File: src/rtl/regbank32.sv
// 32-entry x N-bit register bank with one-hot write decode and a sequential clear engine.
// Optional build macro: REGBANK32_ZERO_REG_EN hardwires entry 0 to zero.
module regbank32 #(
    parameter int N = 32
) (
    input  logic         clk,
    input  logic         rst_n,
    input  logic         wr_valid,
    output logic         wr_ready,
    input  logic [4:0]   wr_addr,
    input  logic [N-1:0] wr_data,
    output logic         wr_ack,
    input  logic         clr_req,
    output logic         busy,
    output logic [N-1:0] q0,
    output logic [N-1:0] q1,
    output logic [N-1:0] q2,
    output logic [N-1:0] q3,
    output logic [N-1:0] q4,
    output logic [N-1:0] q5,
    output logic [N-1:0] q6,
    output logic [N-1:0] q7,
    output logic [N-1:0] q8,
    output logic [N-1:0] q9,
    output logic [N-1:0] q10,
    output logic [N-1:0] q11,
    output logic [N-1:0] q12,
    output logic [N-1:0] q13,
    output logic [N-1:0] q14,
    output logic [N-1:0] q15,
    output logic [N-1:0] q16,
    output logic [N-1:0] q17,
    output logic [N-1:0] q18,
    output logic [N-1:0] q19,
    output logic [N-1:0] q20,
    output logic [N-1:0] q21,
    output logic [N-1:0] q22,
    output logic [N-1:0] q23,
    output logic [N-1:0] q24,
    output logic [N-1:0] q25,
    output logic [N-1:0] q26,
    output logic [N-1:0] q27,
    output logic [N-1:0] q28,
    output logic [N-1:0] q29,
    output logic [N-1:0] q30,
    output logic [N-1:0] q31
);

    // Handshake: a write is taken on any rising edge where wr_valid && wr_ready;
    // the requester holds wr_addr/wr_data stable until then, and wr_ack follows one cycle later.

    typedef enum logic {
        IDLE  = 1'b0,
        CLEAR = 1'b1
    } state_t;

    state_t       state;
    state_t       state_nxt;
    logic [4:0]   ccnt;
    logic [4:0]   ccnt_nxt;
    logic         wr_en;
    logic [N-1:0] mem [32];

    always_comb begin
        state_nxt = state;
        ccnt_nxt  = ccnt;
        case (state)
            IDLE: begin
                if (clr_req) begin
                    state_nxt = CLEAR;
                    ccnt_nxt  = 5'd0;
                end
            end
            CLEAR: begin
                ccnt_nxt = ccnt + 5'd1;
                if (ccnt == 5'd31) begin
                    state_nxt = IDLE;
                end
            end
            default: begin
                state_nxt = IDLE;
                ccnt_nxt  = 5'd0;
            end
        endcase
    end

    assign wr_ready = (state == IDLE);
    assign wr_en    = wr_valid && wr_ready;

    always_ff @(posedge clk or negedge rst_n) begin
        if (!rst_n) begin
            state  <= IDLE;
            ccnt   <= 5'd0;
            busy   <= 1'b0;
            wr_ack <= 1'b0;
        end else begin
            state  <= state_nxt;
            ccnt   <= ccnt_nxt;
            busy   <= (state_nxt == CLEAR);
            wr_ack <= wr_en;
        end
    end

    // Clearing and writing never coincide: writes are only taken in IDLE.
    always_ff @(posedge clk or negedge rst_n) begin
        if (!rst_n) begin
            for (int i = 0; i < 32; i++) begin
                mem[i] <= '0;
            end
        end else if (state == CLEAR) begin
            mem[ccnt] <= '0;
        end else if (wr_en) begin
            mem[wr_addr] <= wr_data;
        end
    end

`ifdef REGBANK32_ZERO_REG_EN
    assign q0 = '0;
`else
    assign q0 = mem[0];
`endif
    assign q1  = mem[1];
    assign q2  = mem[2];
    assign q3  = mem[3];
    assign q4  = mem[4];
    assign q5  = mem[5];
    assign q6  = mem[6];
    assign q7  = mem[7];
    assign q8  = mem[8];
    assign q9  = mem[9];
    assign q10 = mem[10];
    assign q11 = mem[11];
    assign q12 = mem[12];
    assign q13 = mem[13];
    assign q14 = mem[14];
    assign q15 = mem[15];
    assign q16 = mem[16];
    assign q17 = mem[17];
    assign q18 = mem[18];
    assign q19 = mem[19];
    assign q20 = mem[20];
    assign q21 = mem[21];
    assign q22 = mem[22];
    assign q23 = mem[23];
    assign q24 = mem[24];
    assign q25 = mem[25];
    assign q26 = mem[26];
    assign q27 = mem[27];
    assign q28 = mem[28];
    assign q29 = mem[29];
    assign q30 = mem[30];
    assign q31 = mem[31];

endmodule

File: config.mk
export PLATFORM = sky130hd
export DESIGN_NAME = regbank32
export DESIGN_NICKNAME = d
export VERILOG_FILES = /design/src/rtl/regbank32.sv
export SDC_FILE = /design/constraint.sdc
export NUM_CORES = 1
export LEC_CHECK = 0
export BUFFER_PORTS_ARGS = -buffer_cell sky130_fd_sc_hd__buf_2
export CORE_AREA = 2 2 415 417
export DETAILED_ROUTE_END_ITERATION = 10
export DIE_AREA = 0 0 417 419
export PLACE_DENSITY = 0.41
export SLEW_MARGIN = 25
export SYNTH_ARGS = -nofsm -noshare
export SYNTH_HDL_FRONTEND = slang
export SYNTH_SLANG_ARGS = --single-unit
File: constraint.sdc
create_clock -name clk -period 3.1 [get_ports clk]
set_input_delay 0.155 -clock clk [delete_from_list [all_inputs] [get_ports clk]]
set_output_delay 0.155 -clock clk [all_outputs]
set_load 0.005 [all_outputs]
Word level (Yosys, flattened, before mapping):

Cells that the tools add are included.

* register bits: 1031
* bits of input ports: 41
* output and inout bits: 1027

* $add $sub $neg: 1
* magnitude comparators: 4
* equality and inequality tests: 2
* muxes and demuxes: 12
* bitwise logic cells: 5
* reduce and logical (&&, ||, !) cells: 4

Operators with widths (number)
* 1024-bit 2-to-1 mux: 2
* 1024-bit AND: 1
* 1024-bit bitwise mux: 1
* 1024-bit inverter: 1
* 32-bit demux with 5-bit select: 2
* 32-bit 2-to-1 mux: 2
* 6-bit >= comparator, second input constant: 2
* 6-bit by 1-bit < comparator with 1-bit output, second input constant: 2
* 5-bit inverter with 6-bit output: 2
* 5-bit one-hot mux with 2 select lines: 1
* 5-bit by 1-bit adder with 5-bit output, second input constant: 1
* 5-bit == test, second input constant: 1
* 5-bit 2-to-1 mux: 1
* 1-bit logical AND: 3
* 1-bit 2-to-1 mux: 2
* 2-bit by 1-bit != test with 1-bit output, second input constant: 1
* 1-bit one-hot mux with 2 select lines: 1
* 2-bit nonzero test: 1
* 1-bit inverter: 1

Longest topological paths before layout:

Gate-level depths: netlist (run 1).

* word-level depth: 8
* gate-level depth with buffers: 6
* mapped depth without buffers: 5

Worst setup path before layout (run 1):

OpenSTA, ideal clock, no wires.

* path type: register to register
* from: reg state
* to: reg mem, in the netlist q16[10]
* library setup time: 0.121 ns
* arrival: 1.808 ns
* setup slack: 1.171 ns
* cell stages (with the launch flop): 6
* path buffers: 2
* period minus slack after synthesis: 1.929 ns
* cell sequence: dfrtp_1 clkbuf_1 nor4b_2 a22oi_1 clkbuf_1 a22o_1

* word-level cells in the longest chain between the ends: 3

Ends and longest elaborated chain
* from (decl): line 57 `state_t state;`
* from (signal assigned): line 97 `state <= state_nxt;`
* 1-bit inverter
* 1-bit logical AND: line 88 `assign wr_en = wr_valid && wr_ready;`
* 2-bit nonzero test (no line)
* to (signal, indexed assignment): line 113 `mem[wr_addr] <= wr_data;`
* to (decl): line 62 `logic [N-1:0] mem [32];`

Parallel ways exist; a longest one is shown, timed or not.
A chain may end at the register's enable or synchronous reset.

Worst setup path in the final report (run 1):

* from: reg state
* to: reg mem, in the netlist q8[28]

Same word-level chain as after synthesis.

==> run_results.csv, run 1 <==
group,metric,value,unit
grt,grt_start_max_net_pins,87,
clock_tree,cts.repair.resized,0,
floorplanning,die_x,417,µm
clock_tree,numCtsBuffers,115,
status,outcome,"finished, final reports clean",
grt,grt_antenna_before_repair,9,
final_layout,utilization,0.291,
clock_tree,cts_tree,"built",
timing,fin_crit_sh,0.789,
floorplanning,die_height,419,µm
worst_setup_path,cp.required,3.77,ns
timing,rsz0062_at_grt,"false",
timing,max-slew-margin-rel,0.248,
clock_tree,clock_latency,0.74,ns
clock_tree,clock_sinks,1031,
route,drc,0,
route,totalWireLength,192000,µm
placement,place.gp.congestion,0.787,
worst_setup_path,path_max_fanout,32,
route,vias_per_cell,4.93,
final_layout,fill_cells,17300,
worst_setup_path,crit_chain,"or4b_1 -> buf_4 -> nor2_4 -> buf_4 -> a22o_1",
run,drv_cap,0,
pwr,powerDensity,703,nW/µm²
clock_tree,clk_path_buf_depth,3,
floorplanning,ios,1068,
grt,grt_remaining_overflow,0,
grt,first_global_vias,28100,
floorplanning,core_area,171000,µm²
route,drt_iter0_drc,2296,
synthesis,syn-cell-area,36800,µm²
synthesis,syn_area_per_cell,14.8,µm²
timing,tightest_slew,1.13,ns
worst_setup_path,end_kind,"flip-flop",
timing,post-route-min-period,2.44,ns
synthesis,synth_cell_types,33,
synthesis,synth_edf_count,0,
route,post_drt_wl_per_cell,32.7,µm
pwr,p_leak,0.0267,µW
route,via_count,28900,
final_layout,drive_gt1_frac,0.402,
synthesis,ys_seq_elements,1031,
synthesis,synth_seq_area_share,0.701,
timing,hold_violations,0,
timing,worst_slack,0.655,ns
worst_setup_path,path_common_cell,"buf_4",
clock_tree,post_cts_buffers,0,
route,ant_nets,0,
worst_setup_path,start_kind,"flip-flop",
timing,hold_slack,0.0673,ns
clock_tree,root_buffer,"clkbuf_16",
timing,finClkSkew,0.0131,ns
final_layout,nNetsFinal,3594,
synthesis,synth_cells,2492,
floorplanning,start_util,0.216,
worst_setup_path,arrival,3.12,ns
placement,io_buffers,1067,
worst_setup_path,cpPeakStageDelay,0.77,ns
clock_tree,cts_hold_buffers,15,
placement,numPlacedInstances,5647,
worst_setup_path,crit_slowest_cell,"or4b_1",
synthesis,synthFlopType,"dfrtp_1",
synthesis,synth_fp_nets,2540,
timing,fmax,409,MHz
timing,maxSlewViolCount,0,
timing,finalSetupTns,0,ns
hold_path,hp-class,"input port to flip-flop",
floorplanning,dieArea,175000,µm²
placement,place_hpwl,130000,µm
worst_setup_path,crit_type,"flip-flop to flip-flop",
clock_tree,cts.htree.levels,3,
synthesis,async_flop_share,1.00,
route,drtPass1Iterations,5,
pwr,peakVddDrop,434,µV
placement,dp_slack,0.702,ns
timing,finalSetupViolations,0,
grt,grt_usage,0.212,
synthesis,synth_warnings,0,
final_layout,area_delta_synth_final,34.8,%
grt,grt_pass1_wl,257000,µm
clock_tree,clkTransAtPathRegs,0.06,ns
floorplanning,rows,152,
final_layout,final_cells,5870,
-- layout make-up --
type                            instances  area, µm²  area share
Antenna cell                            6       15.0    0.000303
Sequential cell                      1031      25800       0.520
Timing Repair Buffer                 1243       7150       0.144
Tap cell                             2233       2790      0.0563
Multi-Input combinational cell       1150      10300       0.207
Clock inverter                         30        313     0.00630
Inverter                                5       18.8    0.000378
Clock buffer                          172       3270      0.0659
-- metrics by stage --
stage               power (µW)  instance area (µm²)
detailed placement       21700                45900
global placement         21700                45800
global route             36200                49600
floorplan                17900                36800
finish                   34900                49600
CTS                      35300                49600
-- critical path, delay by kind of cell, from the launching register on --
family / cells / cell delay (ns)
DFF: 1 / 0.48
buffers and inverters: 2 / 0.72
and+or+nand+nor: 2 / 0.87
AOI/OAI and AO/OA: 1 / 0.25
-- kinds of logic (layout without fill, tap and decap cells) --
family / after synthesis / after routing / share of synthesized area
compound gates: 1061 / 1061 / 0.251
mux: 1 / 1 / 0.000272
simple gates: 79 / 79 / 0.0127
xor+xnor: 2 / 2 / 0.000476
buf+inv: 311 / 1450 / 0.0325
flops: 1031 / 1031 / 0.701
other cells: 0 / 6 / 0
fa+ha+maj: 7 / 7 / 0.00238
-- path summary, 6_finish.rpt --
path                            cells after the start      end        start  slack (ns)
worst max-delay path                                5   q8[28]        state        0.66
worst min-delay path                                2  q30[18]  wr_data[18]        0.07
worst max register to register                      5   q8[28]        state        0.66
worst min register to register                      1  q11[12]      q11[12]        0.49
max in group asynchronous                           4   q26[4]        rst_n        1.31
min in group asynchronous                           3   q18[6]        rst_n        0.57
-- Yosys cell counts (all sizes together) (4+ instances only) --
master,instances,area [µm²]
a22oi,30,225
dfrtp,1031,25800
a22o,1024,8970
nor3b,4,30.0
inv,4,15.0
nor2,33,124
ha,7,87.6
nand2,5,18.8
and3,6,37.5
clkbuf,281,1050
and3b,7,61.3
buf,25,124
-- power breakdown --
| group | internal, µW | switching, µW | leakage (µW) |
|---|---|---|---|
| combinational | 2200 | 3700 | 0.0106 |
| sequential | 14700 | 809 | 0.0143 |
| clock | 7580 | 5880 | 0.00176 |
-- layer usage --
layer	part of all wire	routed length, µm	GRT usage
met5	0.00012	23	0
met4	0.042	8070	0.0857
met3	0.059	11400	0.0416
met2	0.49	94200	0.353
met1	0.41	78400	0.269
-- placed cells by master, fill, tap and decap left out, drive strengths merged, types with 4 or more instances in the layout --
master,synthesis,routed
inv,4,9
clkbuf,281,172
clkinv,1,21
nand2,5,5
dlygate4sd3,0,15
ha,7,7
nor3b,4,4
a22o,1024,1024
bufinv,0,4
and3,6,6
buf,25,1228
diode,0,6
dfrtp,1031,1031
and3b,7,7
a22oi,30,30
nor2,33,33
(Power assumes the default switching activity.)
==> run 2: changes to the inputs <==
--- a/config.mk
+++ b/config.mk
@@ -9,7 +9,7 @@
 export CORE_AREA = 2 2 415 417
 export DETAILED_ROUTE_END_ITERATION = 10
 export DIE_AREA = 0 0 417 419
-export PLACE_DENSITY = 0.41
+export PLACE_DENSITY = 0.42
 export SLEW_MARGIN = 25
 export SYNTH_ARGS = -nofsm -noshare
 export SYNTH_HDL_FRONTEND = slang
==> constraint.sdc (replaced) <==
create_clock -name clk -period 2.15 [get_ports clk]
set_input_delay 0.1075 -clock clk [delete_from_list [all_inputs] [get_ports clk]]
set_output_delay 0.1075 -clock clk [all_outputs]
set_load 0.005 [all_outputs]
==> run 2 against run 1 <==
Worst setup slack got worse by 0.53 ns. Sequential cell count did not move. Final cell count rose by 1.2%. Count of clock-buffer cells in the layout fell by 6. Register-to-register slack got worse by 0.53 ns. Critical path depth rose by 1. Fmax rose by 21%. Clock power rose by 58%. Worst hold slack improved by 0.084 ns. Design area rose by 3.5%. Sequential power rose by 45%. Die area did not move. Critical endpoint is now q16[27]. Highest routed layer is now met4.
==> run_results.csv, run 2 (synthesized netlist as in run 1, its figures left out) <==
group,metric,value,unit
grt,top_usage_layer,"met2",
worst_setup_path,crit_type,"flip-flop to flip-flop",
clock_tree,cts_tree,"built",
timing,fmax,493,MHz
route,totalWireLength,192000,µm
hold_path,hp-class,"input port to flip-flop",
worst_setup_path,crit_chain,"buf_4 -> or4b_1 -> buf_4 -> nor2_4 -> buf_12 -> a22o_1",
worst_setup_path,path_max_fanout,21,
worst_setup_path,cp-endpoint,"q16[27]",
grt,grt_start_max_net_pins,97,
worst_setup_path,cpPeakStageDelay,0.51,ns
final_layout,area_delta_synth_final,39.5,%
hold_path,worstHoldStart,"wr_addr[4]",
final_layout,final_cells,5942,
worst_setup_path,crit_slowest_cell,"or4b_1",
worst_setup_path,end_kind,"flip-flop",
grt,first_global_vias,28500,
clock_tree,clock_sinks,1031,
worst_setup_path,ff2ff_setup_slack,0.12,ns
placement,place.gp.congestion,0.795,
worst_setup_path,cp.required,2.85,ns
clock_tree,cts.htree.levels,3,
timing,post-route-min-period,2.03,ns
clock_tree,clock_latency,0.77,ns
worst_setup_path,arrival,2.73,ns
grt,met3_usage,0.0412,
placement,io_buffers,1067,
timing,hold_violations,0,
worst_setup_path,critical_path_depth,6,
grt,grt_usage,0.212,
floorplanning,start_util,0.216,
worst_setup_path,start_kind,"flip-flop",
run,drv_cap,0,
final_layout,layout_commonest_cell,"buf_2",
floorplanning,dieArea,175000,µm²
route,vias_per_cell,4.92,
status,outcome,"finished, final reports clean",
route,post_drt_wl_per_cell,32.4,µm
floorplanning,die_x,417,µm
grt,grt_remaining_overflow,0,
timing,rsz0062_at_grt,"false",
pwr,powerDensity,1020,nW/µm²
worst_setup_path,r2r_cells,6,
final_layout,utilization,0.301,
timing,tightest_slew,1.01,ns
timing,finClkSkew,0.0182,ns
final_layout,nNetsFinal,3659,
grt,grt_util_met2,0.353,
clock_tree,numCtsBuffers,117,
floorplanning,ios,1068,
clock_tree,root_buffer,"clkbuf_16",
clock_tree,clk_path_buf_depth,3,
grt,met1_usage,0.271,
placement,place_hpwl,129000,µm
final_layout,drive_gt1_frac,0.414,
clock_tree,clkTransAtPathRegs,0.06,ns
pwr,p_leak,0.0275,µW
route,via_count,29300,
floorplanning,core_area,171000,µm²
placement,numPlacedInstances,5688,
worst_setup_path,path_common_cell,"buf_4",
worst_setup_path,cp-startpoint,"state",
final_layout,final_cell_mix,"buf_2 (1066), dfrtp_1 (1031), a22o_1 (1024), clkbuf_16 (117), buf_4 (109)",
worst_setup_path,timing.rr.end,"q16[27]",
route,drc,0,
pwr,peakVddDrop,739,µV
timing,max-slew-margin-rel,0.325,
route,ant_nets,0,
floorplanning,die_height,419,µm
route,drt_iter0_drc,2585,
grt,grt_pass1_wl,258000,µm
worst_setup_path,rr_startpoint,"state",
timing,maxSlewViolCount,0,
grt,grt_antenna_before_repair,11,
route,drtPass1Iterations,5,
worst_setup_path,crit_family,"simple AND/OR/NAND/NOR gates",
floorplanning,rows,152,
timing,fin_crit_sh,0.943,
worst_setup_path,critical_path_buf_inv_count,3,
timing,finalSetupViolations,0,
-- run 2: changes by cell type in the layout (fill, tap and decap cells not counted), moves of 4 or more --
cell and delta:
dlygate4sd3_1 +20, buf_4 -15, clkinv_2 +4, buf_12 +61, bufinv_16 +9, clkbuf_8 +10
buf_6 -4, clkbuf_1 -18
-- run 2: worst register-to-register path, delay by kind of cell, from the launching register on --
kind / cells / cell delay, ns
buffers and inverters: 3 / 0.60
flip-flops: 1 / 0.37
AO/OA/AOI/OAI: 1 / 0.23
AND/OR/NAND/NOR: 2 / 0.75
-- run 2: worst min-delay path by stage --
stage | end | slack, ns | cells after the start
after global routing | q3[5] | 0.12 | 4
after floorplan | ccnt[0] | -0.19 | 0
after detailed placement | q11[31] | 0.14 | 1
after CTS | q3[9] | 0.07 | 4
after global placement | q11[31] | 0.14 | 1
final | q3[9] | 0.15 | 4
-- run 2: cell type report --
| type | instances | area [µm²] |
|---|---|---|
| Antenna cell | 3 | 7.51 |
| Sequential cell | 1031 | 25800 |
| Fill cell | 17400 | 119000 |
| Inverter | 5 | 18.8 |
| Clock buffer | 166 | 3390 |
| Clock inverter | 48 | 656 |
| Timing Repair Buffer | 1306 | 8430 |
| Multi-Input combinational cell | 1150 | 10300 |
| Tap cell | 2233 | 2790 |
-- run 2: power by group --
group	leakage, µW	internal (µW)	switching (µW)
Sequential	0.0143	21200	1170
Combinational	0.0112	3530	5430
Clock	0.00200	12500	8740
Total	0.0275	37300	15300
-- run 2: metrics by stage --
step	total power [µW]	area (µm²)	TNS (ns)	setup WS [ns]	hold slack, ns
4_1_cts	53300	51300	0	0.0270	0.0663
6_report	52600	51400	0	0.122	0.151
5_1_grt	54700	51400	0	0.00184	0.124
3_3_place_gp	31700	46900	-0.148	-0.0179	0.144
3_5_place_dp	31700	46900	-4.75	-0.0754	0.144
2_1_floorplan	25800	36800	0	0.221	-0.188
-- run 2: what timing repair did --
item	CTS	global route
buffers inserted	0	1
cloned	0	0
setup endpoints to repair	113	6
hold buffers	36	0
resized for setup	2	0
hold endpoints to repair	1624	0
pin swaps	0	1
-- run 2: routing by layer --
metal / routed length [µm] / vias up
li1: - / 11800
met1: 78000 / 15800
met2: 94300 / 1356
met3: 12200 / 305
met4: 7850 / 0
met5: 0 / -
